File: src/rtl/z80_stack_xfer_seq.sv
// z80_stack_xfer_seq: moves a DATA_BYTES-wide value between the core and SP-relative memory.
// The transfer is either a PUSH (high byte first, below SP) or a POP (low byte first, from SP).
// Exactly one byte moves per bus handshake, and the result is reported with a one-cycle done pulse.
// Optional build macro Z80FI_TRACE_EN adds the trace_mcyc and trace_wait counters.
module z80_stack_xfer_seq #(
    parameter int DATA_BYTES = 2
) (
    input  logic                    clk,
    input  logic                    reset_n,
    input  logic                    start,
    input  logic                    is_push,
    input  logic [15:0]             sp_in,
    input  logic [8*DATA_BYTES-1:0] push_data,
    output logic                    busy,
    output logic                    done,
    output logic [15:0]             sp_out,
    output logic [8*DATA_BYTES-1:0] pop_data,
    output logic                    mem_req,
    output logic                    mem_wr,
    output logic [15:0]             mem_addr,
    output logic [7:0]              mem_wdata,
    input  logic [7:0]              mem_rdata,
    input  logic                    mem_ack
`ifdef Z80FI_TRACE_EN
    ,
    output logic [2:0]              trace_mcyc,
    output logic [7:0]              trace_wait
`endif
);

    localparam int DW = 8 * DATA_BYTES;

    typedef enum logic [1:0] {
        ST_IDLE = 2'd0,
        ST_XFER = 2'd1,
        ST_FIN  = 2'd2
    } state_e;

    state_e          state_q, state_d;
    logic [1:0]      idx_q, idx_d;          // byte index k within the transfer
    logic            is_push_q, is_push_d;
    logic [15:0]     sp_q, sp_d;            // SP captured at start
    logic [DW-1:0]   wbuf_q, wbuf_d;        // value being pushed
    logic [DW-1:0]   rbuf_q, rbuf_d;        // bytes collected so far by a POP
    logic [DW-1:0]   pop_data_q, pop_data_d;
    logic [15:0]     sp_out_q, sp_out_d;
    logic            done_q, done_d;
`ifdef Z80FI_TRACE_EN
    logic [2:0]      mcyc_q, mcyc_d;
    logic [7:0]      wait_q, wait_d;
`endif

    logic            last_byte;
    logic [7:0]      wbyte;

    assign last_byte = (idx_q == 2'(DATA_BYTES - 1));

    // Select the byte a PUSH presents for index k: push_data byte DATA_BYTES-1-k.
    always_comb begin
        wbyte = 8'h00;
        for (int b = 0; b < DATA_BYTES; b++) begin
            if (2'(DATA_BYTES - 1 - b) == idx_q) begin
                wbyte = wbuf_q[8*b +: 8];
            end
        end
    end

    // Bus and status outputs, all decoded from registered state so they hold steady during waits.
    always_comb begin
        mem_req   = (state_q == ST_XFER);
        mem_wr    = mem_req && is_push_q;
        mem_addr  = is_push_q ? (sp_q - 16'd1 - {14'd0, idx_q}) : (sp_q + {14'd0, idx_q});
        mem_wdata = wbyte;
        busy      = (state_q != ST_IDLE);
        done      = done_q;
        sp_out    = sp_out_q;
        pop_data  = pop_data_q;
`ifdef Z80FI_TRACE_EN
        trace_mcyc = mcyc_q;
        trace_wait = wait_q;
`endif
    end

    // Next-state logic: accept start in IDLE, step one byte per ack in XFER, publish results from FIN.
    always_comb begin
        // NOTE: every _d gets its hold value first, so paths that leave it untouched cannot infer a latch.
        state_d    = state_q;
        idx_d      = idx_q;
        is_push_d  = is_push_q;
        sp_d       = sp_q;
        wbuf_d     = wbuf_q;
        rbuf_d     = rbuf_q;
        pop_data_d = pop_data_q;
        sp_out_d   = sp_out_q;
        done_d     = 1'b0;
`ifdef Z80FI_TRACE_EN
        mcyc_d     = mcyc_q;
        wait_d     = wait_q;
`endif

        unique case (state_q)
            ST_IDLE: begin
                if (start) begin
                    state_d   = ST_XFER;
                    idx_d     = 2'd0;
                    is_push_d = is_push;
                    sp_d      = sp_in;
                    wbuf_d    = push_data;
                    rbuf_d    = '0;
`ifdef Z80FI_TRACE_EN
                    mcyc_d    = 3'd0;
                    wait_d    = 8'd0;
`endif
                end
            end
            ST_XFER: begin
                if (mem_ack) begin
                    if (!is_push_q) begin
                        for (int b = 0; b < DATA_BYTES; b++) begin
                            if (2'(b) == idx_q) begin
                                rbuf_d[8*b +: 8] = mem_rdata;
                            end
                        end
                    end
`ifdef Z80FI_TRACE_EN
                    mcyc_d = mcyc_q + 3'd1;
`endif
                    if (last_byte) begin
                        state_d = ST_FIN;
                    end else begin
                        idx_d = idx_q + 2'd1;
                    end
                end else begin
`ifdef Z80FI_TRACE_EN
                    if (wait_q != 8'hFF) begin
                        wait_d = wait_q + 8'd1;
                    end
`endif
                end
            end
            ST_FIN: begin
                state_d  = ST_IDLE;
                done_d   = 1'b1;
                sp_out_d = is_push_q ? (sp_q - 16'(DATA_BYTES)) : (sp_q + 16'(DATA_BYTES));
                // A PUSH leaves the last popped value in place.
                if (!is_push_q) begin
                    pop_data_d = rbuf_q;
                end
            end
            default: begin
                state_d = ST_IDLE;
            end
        endcase
    end

    // State register with synchronous active-low reset; reset drops any half-finished transfer.
    always_ff @(posedge clk) begin
        if (!reset_n) begin
            state_q    <= ST_IDLE;
            idx_q      <= 2'd0;
            is_push_q  <= 1'b0;
            sp_q       <= 16'h0000;
            wbuf_q     <= '0;
            rbuf_q     <= '0;
            pop_data_q <= '0;
            sp_out_q   <= 16'h0000;
            done_q     <= 1'b0;
`ifdef Z80FI_TRACE_EN
            mcyc_q     <= 3'd0;
            wait_q     <= 8'd0;
`endif
        end else begin
            // NOTE: non-blocking updates so every flop samples the pre-edge values computed above.
            state_q    <= state_d;
            idx_q      <= idx_d;
            is_push_q  <= is_push_d;
            sp_q       <= sp_d;
            wbuf_q     <= wbuf_d;
            rbuf_q     <= rbuf_d;
            pop_data_q <= pop_data_d;
            sp_out_q   <= sp_out_d;
            done_q     <= done_d;
`ifdef Z80FI_TRACE_EN
            mcyc_q     <= mcyc_d;
            wait_q     <= wait_d;
`endif
        end
    end

endmodule
File: config.mk
export PLATFORM = sky130hd
export DESIGN_NAME = z80_stack_xfer_seq
export DESIGN_NICKNAME = d
export VERILOG_FILES = /design/src/rtl/z80_stack_xfer_seq.sv
export SDC_FILE = /design/constraint.sdc
export NUM_CORES = 1
export LEC_CHECK = 0
export ABC_AREA = 1
export CELL_PAD_IN_SITES_DETAIL_PLACEMENT = 1
export CELL_PAD_IN_SITES_GLOBAL_PLACEMENT = 2
export CORE_MARGIN = 5
export CORE_UTILIZATION = 29
export CTS_CLUSTER_DIAMETER = 40
export DETAILED_ROUTE_END_ITERATION = 12
export GPL_TIMING_DRIVEN = 0
export PLACE_DENSITY = 0.89
export SLEW_MARGIN = 25
export SYNTH_ARGS = -nofsm -noshare
export SYNTH_HDL_FRONTEND = slang
export SYNTH_SLANG_ARGS = --single-unit
File: constraint.sdc
create_clock -name clk -period 6.35 [get_ports clk]
set_clock_uncertainty 0.2 [all_clocks]
set_input_delay 1.27 -clock clk [delete_from_list [all_inputs] [get_ports clk]]
set_output_delay 1.27 -clock clk [all_outputs]
set_load 0.005 [all_outputs]
==> results of run 1 <==
## metal layers
| metal | global-route usage | up-vias | share of wire | wire (microns) |
|---|---|---|---|---|
| met3 | 0.0321 | 15 | 0.039 | 654 |
| met4 | 0.0445 | 0 | 0.011 | 178 |
| li1 | - | 2489 | - | - |
| met2 | 0.323 | 103 | 0.50 | 8300 |
| met1 | 0.226 | 2352 | 0.45 | 7480 |
| met5 | 0 | - | 0 | 0 |
## worst max-delay path: stages, from the launching register on
cell and delay, ns:
dfxtp_1 0.78, inv_1 0.32, buf_1 0.34, o22ai_1 0.23
xor2_1 0.24, clkdlybuf4s50_1 0.55
## state kept, by name (all words and copies together), names as in the netlist
| register | cells |
|---|---|
| sp_out | 16 |
| pop_data | 16 |
| state_q | 2 |
| wbuf_q | 16 |
| idx_q | 2 |
| done | 1 |
| is_push_q | 1 |
| sp_q | 16 |
| rbuf_q | 16 |
## stage by stage
stage                     worst slack [ns]  area, sq um  total power, mW  hold WS (ns)  utilization
after floorplan                       3.33         4730            0.815         0.255            -
after global placement                2.42         6030            0.968         0.256        0.378
after detailed placement              2.37         6030            0.982         0.258        0.378
after CTS                             2.00         6290             1.47         0.268        0.394
after global routing                  1.85         6290             1.53         0.283        0.394
final                                 2.07         6290             1.45         0.266        0.394
## where the power goes
part / switching (mW) / internal (mW)
clock: 0.218 / 0.263
combinational: 0.204 / 0.155
sequential: 0.0353 / 0.574
## worst paths after layout
| kind | endpoint | start | slack, ns |
|---|---|---|---|
| max | mem_addr[4] | is_push_q | 2.07 |
| min | pop_data[10] | pop_data[10] | 0.27 |
| max reg2reg | sp_out[8] | is_push_q | 3.94 |
| min reg2reg | pop_data[10] | pop_data[10] | 0.27 |
## area by class of cell
type	instances	area [sq um]	area share
inverters	85	319	0.0507
clock buffers	11	233	0.0370
repair buffers	103	1030	0.164
well taps	216	270	0.0430
multi-input cells	508	2540	0.404
flip-flops and latches	86	1720	0.274
plain buffers	31	154	0.0245
clock inverters	3	22.5	0.00358
## cell usage in the layout (no fill, tap or decap), types with 3 or more instances in the layout
cell type        count
nand2_1            147
nor2_1             118
clkdlybuf4s50_1    103
dfxtp_1             86
inv_1               84
o21ai_0             64
nand3_1             52
a21oi_1             50
xor2_1              19
ha_1                19
clkbuf_1            16
buf_2               12
clkbuf_16            9
nor3_1               6
nand4_1              4
xnor2_1              4
o21ai_1              4
a21oi_2              3
fa_1                 3
## logic make-up after synthesis
| kind of cell | Yosys count | synth area share |
|---|---|---|
| flip-flops | 86 | 0.364 |
| XOR/XNOR | 23 | 0.0426 |
| buffers and inverters | 116 | 0.0999 |
| adder cells (fa/ha/maj) | 22 | 0.0629 |
| multiplexers | 1 | 0.00212 |
| AO/OA/AOI/OAI | 129 | 0.142 |
| AND/OR/NAND/NOR | 333 | 0.286 |
==> results.py, run 1 <==
metrics = {
    "timing": {
        "hold_viol_final": 0,
        "clock.fmax_mhz": 234,
        "relSlewSlack": 0.520,
        "tightest_slew_ns": 0.719,
        "period_share": 0.674,
        "setup_viol": 0,
        "finalCriticalPeriod_ns": 4.28,
        "drv_slew": 0,
        "rsz0062_at_grt": "no",
        "setup-tns-final_ns": 0,
    },
    "route": {
        "ant_nets": 0,
        "drt-wirelength-per-cell_microns": 15.9,
        "vias": 4959,
        "drtIter0Drc": 177,
        "vias_per_cell": 4.75,
        "totalWireLength_microns": 16600,
        "drc": 0,
        "drt_pass1_iterations": 4,
    },
    "critical_path": {
        "crit_path_end_kind": "output port",
        "critPathKind": "reg2out",
        "critPathMaxFanout": 18,
        "cp-start-kind": "register",
        "reg2reg_depth": 8,
        "cp_data_arrival_time_ns": 2.81,
        "required_ns": 4.88,
    },
    "yosys": {
        "syn_inst": 710,
        "ys_seq_area_frac": 0.364,
        "synth_top_area_cell": "dfxtp_1",
        "syn_avg_cell_area_sq_um": 6.66,
        "yosysMostFrequentCell": "nand2_1",
        "netlist_top_cells_count": "nand2_1, nor2_1, dfxtp_1, inv_1, o21ai_0",
        "ys_warn_count": 0,
        "ys_ff_latch": 86,
        "synth_top_cell_area_share": 0.364,
        "async_reset_ff_frac": 0,
        "syn_area_sq_mm": 0.00473,
        "yosys-top-cells-area": "dfxtp_1, nand2_1, nor2_1",
        "synth_edf_count": 0,
        "ys_types": 33,
        "synth_fp_nets": 777,
        "synthFlopType": "dfxtp_1",
    },
    "floorplan": {
        "rows": 46,
        "initial_core_util": 0.297,
        "io_pins": 105,
        "die_height_microns": 138,
        "fp.dieW_microns": 138,
        "die_area_sq_mm": 0.0190,
        "core_sq_mm": 0.0159,
    },
    "cells_and_area": {
        "nets": 891,
        "layout.cells.non_filler": 1043,
        "drive_above_1_share": 0.0423,
        "num-fill-cells": 2037,
        "antenna_cells": 0,
        "syn2layout_area_growth_pct": 32.9,
    },
    "min_path": {
        "hold-path-cell-count": 2,
        "hold_class": "reg2reg",
    },
    "placement": {
        "dp_hpwl_microns": 13300,
        "gp_congestion": 0.898,
        "dp_cells": 1029,
        "port-buffer-count": 103,
    },
    "power_and_ir_drop": {
        "ir_drop_v": 0.000126,
        "p_leak_nw": 2.79,
        "power_density_mw_per_mm2": 230,
    },
    "cts": {
        "cts_max_level": 3,
        "clk_pin_slew_ns": 0.06,
        "clk_latency_ns": 0.34,
        "clockBufferDepth": 2,
        "numCtsBuffers": 9,
        "cts_resized": 0,
        "post-cts-setup-buffers": 0,
        "clockRootBuffer": "clkbuf_16",
        "cts_tree": "done",
        "cts_num_sinks": 86,
        "ctsHoldBuffers": 0,
    },
    "run_status": {
        "outcome": "finished, final reports clean",
    },
    "global_routing": {
        "grt_pass1_wl_microns": 27000,
        "overflow": 0,
        "grt_pass1_vias": 5371,
        "grt_start_max_net_pins": 19,
        "antenna_found_initial": 0,
        "track_usage": 0.181,
    },
    "flow_run": {
        "max_cap_violations": 0,
    },
}
Power figures use the tool's default switching activity.
==> run 2, diff against run 1 <==
- CORE_UTILIZATION: 29 -> 27
- PLACE_DENSITY: 0.89 -> 0.84
- clock period: 6.35 -> 4.4 ns (I/O delays scaled with it)
==> results.py, run 2 (synthesized netlist as in run 1, its figures left out) <==
metrics = {
    "cts": {
        "cts_resized": 0,
        "cts_num_sinks": 86,
        "cts_tree": "done",
        "clockBufferDepth": 2,
        "ctsHoldBuffers": 0,
        "cts_max_level": 3,
        "clockRootBuffer": "clkbuf_16",
        "clk_latency_ns": 0.35,
        "numCtsBuffers": 9,
        "clk_pin_slew_ns": 0.06,
        "post-cts-setup-buffers": 0,
    },
    "placement": {
        "port-buffer-count": 103,
        "dp_hpwl_microns": 12700,
        "gp_congestion": 0.847,
        "place_area_sq_mm": 0.00604,
        "place_ws_ns": 0.847,
    },
    "global_routing": {
        "overflow": 0,
        "track_usage": 0.164,
        "grt_start_max_net_pins": 19,
        "grt_pass1_wl_microns": 26100,
        "grt_pass1_vias": 4982,
        "antenna_found_initial": 0,
    },
    "route": {
        "ant_nets": 0,
        "vias": 4790,
        "drt_pass1_iterations": 4,
        "drc": 0,
        "drt-wirelength-per-cell_microns": 15.2,
        "vias_per_cell": 4.55,
        "totalWireLength_microns": 16000,
        "drtIter0Drc": 179,
    },
    "cells_and_area": {
        "antenna_cells": 0,
        "design_area_sq_mm": 0.00634,
        "most-common-layout-cells": "nand2_1, nor2_1, clkdlybuf4s50_1, dfxtp_1, inv_1",
        "syn2layout_area_growth_pct": 34.1,
        "drive_above_1_share": 0.0447,
        "final_core_util": 0.368,
        "num-fill-cells": 2174,
        "nets": 891,
        "mostFrequentLayoutCell": "nand2_1",
    },
    "floorplan": {
        "die_area_sq_mm": 0.0203,
        "io_pins": 105,
        "die_height_microns": 142,
        "core_sq_mm": 0.0172,
        "initial_core_util": 0.275,
        "rows": 48,
        "fp.dieW_microns": 142,
    },
    "timing": {
        "relSlewSlack": 0.496,
        "period_share": 0.881,
        "rsz0062_at_grt": "no",
        "timing.final.ws_setup_ns": 0.523,
        "finalCriticalPeriod_ns": 3.88,
        "clock.fmax_mhz": 258,
        "tightest_slew_ns": 0.754,
        "drv_slew": 0,
        "setup_viol": 0,
        "setup-tns-final_ns": 0,
        "hold_viol_final": 0,
    },
    "critical_path": {
        "critPathKind": "reg2out",
        "critPathMaxFanout": 18,
        "cp-start-kind": "register",
        "cp_data_arrival_time_ns": 2.80,
        "crit_path_end_kind": "output port",
        "required_ns": 3.32,
        "r2r-start": "is_push_q",
        "critPathLaunch": "is_push_q",
        "r2r_slack_ns": 2.06,
    },
    "min_path": {
        "hold_class": "reg2reg",
        "hp-start": "pop_data[7]",
    },
    "run_status": {
        "outcome": "finished, final reports clean",
    },
    "power_and_ir_drop": {
        "p_leak_nw": 2.81,
        "power_mw": 2.18,
        "power_density_mw_per_mm2": 344,
        "ir_drop_v": 0.000193,
    },
    "flow_run": {
        "max_cap_violations": 0,
    },
}
## run 2: report_power, final
group | switching (mW) | total (mW) | internal [mW]
clock | 0.324 | 0.792 | 0.468
combinational | 0.288 | 0.511 | 0.222
sequential | 0.0498 | 0.879 | 0.829
total | 0.662 | 2.18 | 1.52
## run 2: worst paths after layout
kind | cells after the start | endpoint
min | 2 | pop_data[7]
max reg2reg | 8 | sp_out[8]
max | 5 | mem_addr[4]
min reg2reg | 2 | pop_data[7]
## run 2: layout make-up
cell class                 count  area, sq um  area share
sequential                    86         1720       0.271
clock inverter                 3         43.8     0.00690
inverter                      85          319      0.0503
timing repair buffer         103         1030       0.162
tap                          225          282      0.0444
buffer                        31          154      0.0243
multi-input combinational    508         2540       0.400
clock buffer                  12          256      0.0404
## run 2: worst max-delay path, cell delays in order, from the launching register on
cell and delay [ns]:
dfxtp_1 0.81, inv_1 0.32, buf_1 0.34, o22ai_1 0.22, xor2_1 0.21, clkdlybuf4s50_1 0.53
## run 2: per-stage QoR
step	hold slack, ns	std cells
5_1_grt	0.287	1053
3_3_place_gp	0.256	1038
3_5_place_dp	0.256	1038
4_1_cts	0.266	1053
2_1_floorplan	0.255	710
6_report	0.261	1053
## run 2: layer usage
layer  vias up  GRT usage  routed length [microns]  share of wire
li1       2493          -                        -              -
met1      2217      0.214                     7570           0.47
met2        70      0.276                     7650           0.48
met3        10     0.0366                      656          0.041
met4         0     0.0420                      174          0.011
met5         -          0                        0              0
==> run 3, diff against run 2 <==
- TNS_END_PERCENT: not set -> 5
==> results of run 3 <==
Same layout as run 2: the final DEF is identical, and so are final timing and power.
==> RTL change 1, RTL diff (flow settings as in run 2) <==
`DATA_BYTES`: 2 -> 1.
--- a/src/rtl/z80_stack_xfer_seq.sv
+++ b/src/rtl/z80_stack_xfer_seq.sv
@@ -3,7 +3,7 @@
 // Exactly one byte moves per bus handshake, and the result is reported with a one-cycle done pulse.
 // Optional build macro Z80FI_TRACE_EN adds the trace_mcyc and trace_wait counters.
 module z80_stack_xfer_seq #(
-    parameter int DATA_BYTES = 2
+    parameter int DATA_BYTES = 1
 ) (
     input  logic                    clk,
     input  logic                    reset_n,
Interface: changed (resized pop_data and push_data); port bits go from 105 to 89. No check against the original RTL was run, so the function may have changed too.
==> RTL change 1 against run 2 <==
  * Synthesized area is 13% lower
  * Routed wire length fell by 3.6%
  * Via count shrank 7.2%
  * Total power fell by 12%
  * Sequential power is 29% lower
  * Setup slack lost 330 ps
  * Critical path depth rose by 9
  * Register-to-register slack better by 50 ps
  * Synthesized cell count fell by 11%
  * Sequential cell count is 24 lower
  * Critical path type unchanged
  * Final area fell by 12%
==> RTL change 1: results (changes against run 2) <==
nFillCells: 1960  # was 2,174
final_nets: 778  # was 891
worst_pin_slew_ps: 707  # was 754 ps
ys_seq_area_frac: 0.301  # was 0.364
drive_gt1_frac: 0.125  # was 0.0447
vias: 4445  # was 4,790
grt.total_usage: 0.179  # was 0.164
grt_pass1_vias: 4957  # was 4,982
dp_hpwl_um: 12700  # about the same
leakage_nw: 2.40  # was 2.81 nW
syn_inst: 635  # was 710
cts_resized: 3  # was 0
rrSetupSlack_ps: 2110  # was 2060 ps
holdPathEnd: "rbuf_q[3]"  # was pop_data[7]
drt_iter0_drc: 174  # was 179
hold_start: "rbuf_q[3]"  # was pop_data[7]
reg2reg_to: "sp_q[14]"  # was sp_out[8]
grt_max_degree: 11  # was 19
synth_top_cells_by_area: "dfxtp_1 30%, nand2_1 14%, o21ai_0 8.1%"  # was dfxtp_1 36%, nand2_1 12%, nor2_1 9.4%
gp_congestion: 0.838  # was 0.847
portBuffers: 87  # was 103
syn_nets: 680  # was 777
async_reset_ff_frac: 0  # unchanged
drt-total-wl_um: 15500  # was 16,000 µm
clk_latency_ps: 330  # was 350 ps
diodes: 0  # unchanged
reg2reg_depth: 7  # was 8
yosysUniqueCellTypes: 41  # was 33
viasPerCell: 4.80  # was 4.55
reg2reg_from: "state_q[0]"  # was is_push_q
synthTopCellsByCount: "153 x nand2_1, 80 x nor2_1, 67 x o21ai_0"  # was 147 x nand2_1, 118 x nor2_1, 86 x dfxtp_1
outcome: "completed"  # unchanged
RTL change 1: cell types whose count changed in the layout (fill, tap and decap cells not counted), moves of 6 or more:
cell,run 2,this run
a21oi_1,50,38
ha_1,19,6
inv_1,84,53
inv_2,0,14
nor2_4,0,11
nand2_1,147,153
clkdlybuf4s50_1,103,86
dfxtp_1,86,60
nand2_2,1,11
nor2_1,118,79
nor2_2,1,9
nand3_1,52,34
RTL change 1: cell families (layout without fill, tap and decap cells):
family	Yosys count	in the layout	synth area share
simple gates	324	324	0.369
compound gates	130	130	0.170
buf+inv	95	198	0.0960
flops	62	62	0.301
xor+xnor	16	16	0.0359
fa+ha+maj	8	8	0.0280
RTL change 1: routing by layer:
metal	routed length, µm	GRT usage
met5	0	0
met4	154	0.0389
met3	622	0.0374
met2	7520	0.317
met1	7170	0.225
RTL change 1: through the flow:
| step | utilization | instance area [µm²] | setup WS [ps] | hold WS [ps] |
|---|---|---|---|---|
| 2_1_floorplan | - | 4120 | 1240 | 246 |
| 3_3_place_gp | 0.346 | 5220 | 297 | 254 |
| 3_5_place_dp | 0.346 | 5220 | 206 | 262 |
| 4_1_cts | 0.367 | 5530 | 29.3 | 271 |
| 5_1_grt | 0.369 | 5560 | 2.96 | 302 |
| 6_report | 0.369 | 5560 | 196 | 270 |
RTL change 1: cell type report:
cell class	count	area, µm²	area share
Multi-Input combinational cell	478	2510	0.451
Sequential cell	62	1240	0.224
Timing Repair Buffer	87	873	0.157
Clock buffer	14	294	0.0529
Inverter	69	262	0.0470
Tap cell	188	235	0.0423
Buffer	26	134	0.0241
Clock inverter	2	12.5	0.00225
RTL change 1: worst max-delay path, cell delays in order, from the launching register on:
cell,delay (ps)
dfxtp_2,410
inv_2,120
ha_1,340
inv_2,110
ha_1,250
a21oi_2,160
nand2_1,110
nor2_4,170
nand4_1,200
nor2_2,200
nand2_1,80
nand2_1,60
nand2_1,40
nand2_1,50
clkdlybuf4s50_1,490
RTL change 1: power groups by stage:
stage | registers [mW] | clock network, mW | logic (mW)
after floorplan | 0.629 | 0 | 0.348
after global placement | 0.636 | 0 | 0.560
after detailed placement | 0.637 | 0 | 0.574
after CTS | 0.626 | 0.731 | 0.578
after global routing | 0.631 | 0.755 | 0.647
final | 0.626 | 0.715 | 0.575
RTL change 1: worst max-delay path by stage:
stage                     startpoint  slack (ps)  cells after the start      endpoint
after global placement       sp_q[0]         300                     14  mem_addr[15]
after floorplan              sp_q[0]        1240                     13   mem_addr[9]
after detailed placement     sp_q[0]         210                     14   mem_addr[9]
final                        sp_q[0]         200                     14  mem_addr[15]
after global routing         sp_q[1]           3                     14  mem_addr[15]
after CTS                    sp_q[0]          30                     14   mem_addr[9]
==> RTL change 2, RTL diff (settings of run 2) <==
Made on the original files. Take the reset off `sp_q`, `wbuf_q`, `rbuf_q` and `pop_data_q` and load them in a clocked block of their own.
--- a/src/rtl/z80_stack_xfer_seq.sv
+++ b/src/rtl/z80_stack_xfer_seq.sv
@@ -159,10 +159,6 @@
             state_q    <= ST_IDLE;
             idx_q      <= 2'd0;
             is_push_q  <= 1'b0;
-            sp_q       <= 16'h0000;
-            wbuf_q     <= '0;
-            rbuf_q     <= '0;
-            pop_data_q <= '0;
             sp_out_q   <= 16'h0000;
             done_q     <= 1'b0;
 `ifdef Z80FI_TRACE_EN
@@ -174,10 +170,6 @@
             state_q    <= state_d;
             idx_q      <= idx_d;
             is_push_q  <= is_push_d;
-            sp_q       <= sp_d;
-            wbuf_q     <= wbuf_d;
-            rbuf_q     <= rbuf_d;
-            pop_data_q <= pop_data_d;
             sp_out_q   <= sp_out_d;
             done_q     <= done_d;
 `ifdef Z80FI_TRACE_EN
@@ -187,4 +179,11 @@
         end
     end
 
+    always_ff @(posedge clk) begin
+        sp_q       <= sp_d;
+        wbuf_q     <= wbuf_d;
+        rbuf_q     <= rbuf_d;
+        pop_data_q <= pop_data_d;
+    end
+
 endmodule
Function: changed (Yosys sat finds a counterexample within 4 cycles, from zero or initial values and one cycle with reset_n low).
==> RTL change 2 against run 2 <==
  * Sequential share of layout area is 10 points higher
  * Largest cell class is now registers
  * Routed wire length is 18% lower
  * Highest routed layer unchanged
  * Total power is 12% higher
  * Setup slack better by 110 ps
  * Synthesized area is 1.5% lower
  * Sequential power is 17% higher
  * Synthesized cell count is 22% lower
  * Count of clock-buffer cells in the layout is 3 lower
  * Final area hardly changed
  * Sequential cell count stayed put
  * Global-route usage is 2.7 points lower
  * Clock power is 2% higher
==> RTL change 2: results (changes against run 2) <==
buffers_excl_clock: 118  # was 134
num-multi-input-gates: 368  # was 508
multi_input_area_share: 0.304  # was 0.400
ys_seq_area_frac: 0.507  # was 0.364
met3_usage: 0.0330  # was 0.0366
viasPerCell: 4.38  # was 4.55
synth_edf_count: 64  # was 0
synth_mux_area_frac: 0.00215  # was 0.00212
grt_pass1_wl_um: 21900  # was 26,100 µm
grt_use_met1: 0.169  # was 0.214
grt_max_degree: 28  # was 19
syn_nets: 619  # was 777
slew_headroom: 0.474  # was 0.496
leakage_nw: 2.76  # was 2.81 nW
dp_hpwl_um: 10600  # was 12,700 µm
synth_largest_area_cell: "edfxtp_1"  # was dfxtp_1
cts_resized: 0  # unchanged
inverters: 86  # was 85
antenna_found_initial: 0  # unchanged
met3WireLength_um: 476  # was 656 µm
clock_cell_area_share: 0.0497  # was 0.0473
synth-adder-area-share: 0.0639  # was 0.0629
seq_area_um2: 2360  # was 1720 µm²
m1WireLength_um: 5950  # was 7570 µm
nClkBuffers: 9  # was 12
synth_top_cells_by_area: "edfxtp_1 41%, nand2_1 12%, dfxtp_1 9.4%"  # was dfxtp_1 36%, nand2_1 12%, nor2_1 9.4%
final_nets: 736  # was 891
portBuffers: 104  # was 103
gp_congestion: 0.830  # was 0.847
outcome: "completed"  # unchanged
root_buffer: "clkbuf_16"  # unchanged
slowest_stage: "clkdlybuf4s50_1"  # was dfxtp_1
drive_gt1_frac: 0.0668  # was 0.0447
use_met2: 0.240  # was 0.276
synth-xor-area-share: 0.0451  # was 0.0426
synth-compound-area-share: 0.0432  # was 0.142
rrSetupSlack_ps: 1730  # was 2060 ps
crit_fanout: 7  # was 18
cpPeakStageDelay_ps: 550  # was 810 ps
drt-total-wl_um: 13200  # was 16,000 µm
nFillCells: 1994  # was 2,174
dr_wl_met2_um: 6600  # was 7650 µm
buffer_area_frac: 0.179  # was 0.187
grt.total_usage: 0.137  # was 0.164
drt_iter0_drc: 175  # was 179
cp_data_arrival_time_ps: 2690  # was 2800 ps
grt_pass1_vias: 4413  # was 4,982
[RTL change 2: changes by cell type after synthesis, sizes merged, moves of 2 or more]
| cell | change |
|---|---|
| edfxtp | +64 |
| nand3 | -10 |
| a211oi | -2 |
| o21ai | -52 |
| nor2 | -41 |
| dfxtp | -64 |
| clkbuf | -13 |
| buf | -6 |
| a21oi | -36 |
| o22ai | -2 |
| nand4 | +4 |
[RTL change 2: power by group]
| part | internal, mW | switching [mW] | leakage [nW] |
|---|---|---|---|
| registers | 0.977 | 0.0518 | 0.792 |
| clock network | 0.453 | 0.356 | 0.147 |
| logic | 0.273 | 0.339 | 1.82 |
[RTL change 2: cells by family after synthesis]
group,count (synthesis)
buffers and inverters,98
XOR/XNOR,24
flip-flops,86
adder cells (fa/ha/maj),22
AND/OR/NAND/NOR,284
AO/OA/AOI/OAI,37
multiplexers,1
[RTL change 2: final timing paths]
kind,start,to,cells after the start
worst min register to register,rbuf_q[7],pop_data[7],0
worst min-delay path,rbuf_q[7],pop_data[7],0
worst max-delay path,sp_q[1],mem_addr[4],7
worst max register to register,idx_q[1],rbuf_q[1],6
[RTL change 2: through the flow]
stage                      util  instance area, µm²  cells  hold slack (ps)  setup WS (ps)
after floorplan               -                4660    552              200           1270
after global placement    0.350                5980    881              202           -121
after detailed placement  0.352                6030    883              205            967
after CTS                 0.371                6350    899              222            581
after global routing      0.371                6350    899              231            345
final                     0.371                6350    899              220            629
[RTL change 2: worst reg2reg max path: stages (launching register included)]
cell and delay, ps:
dfxtp_1 360, inv_1 170, ha_1 160, buf_2 210, clkinv_1 310, a2111oi_2 630
buf_2 310
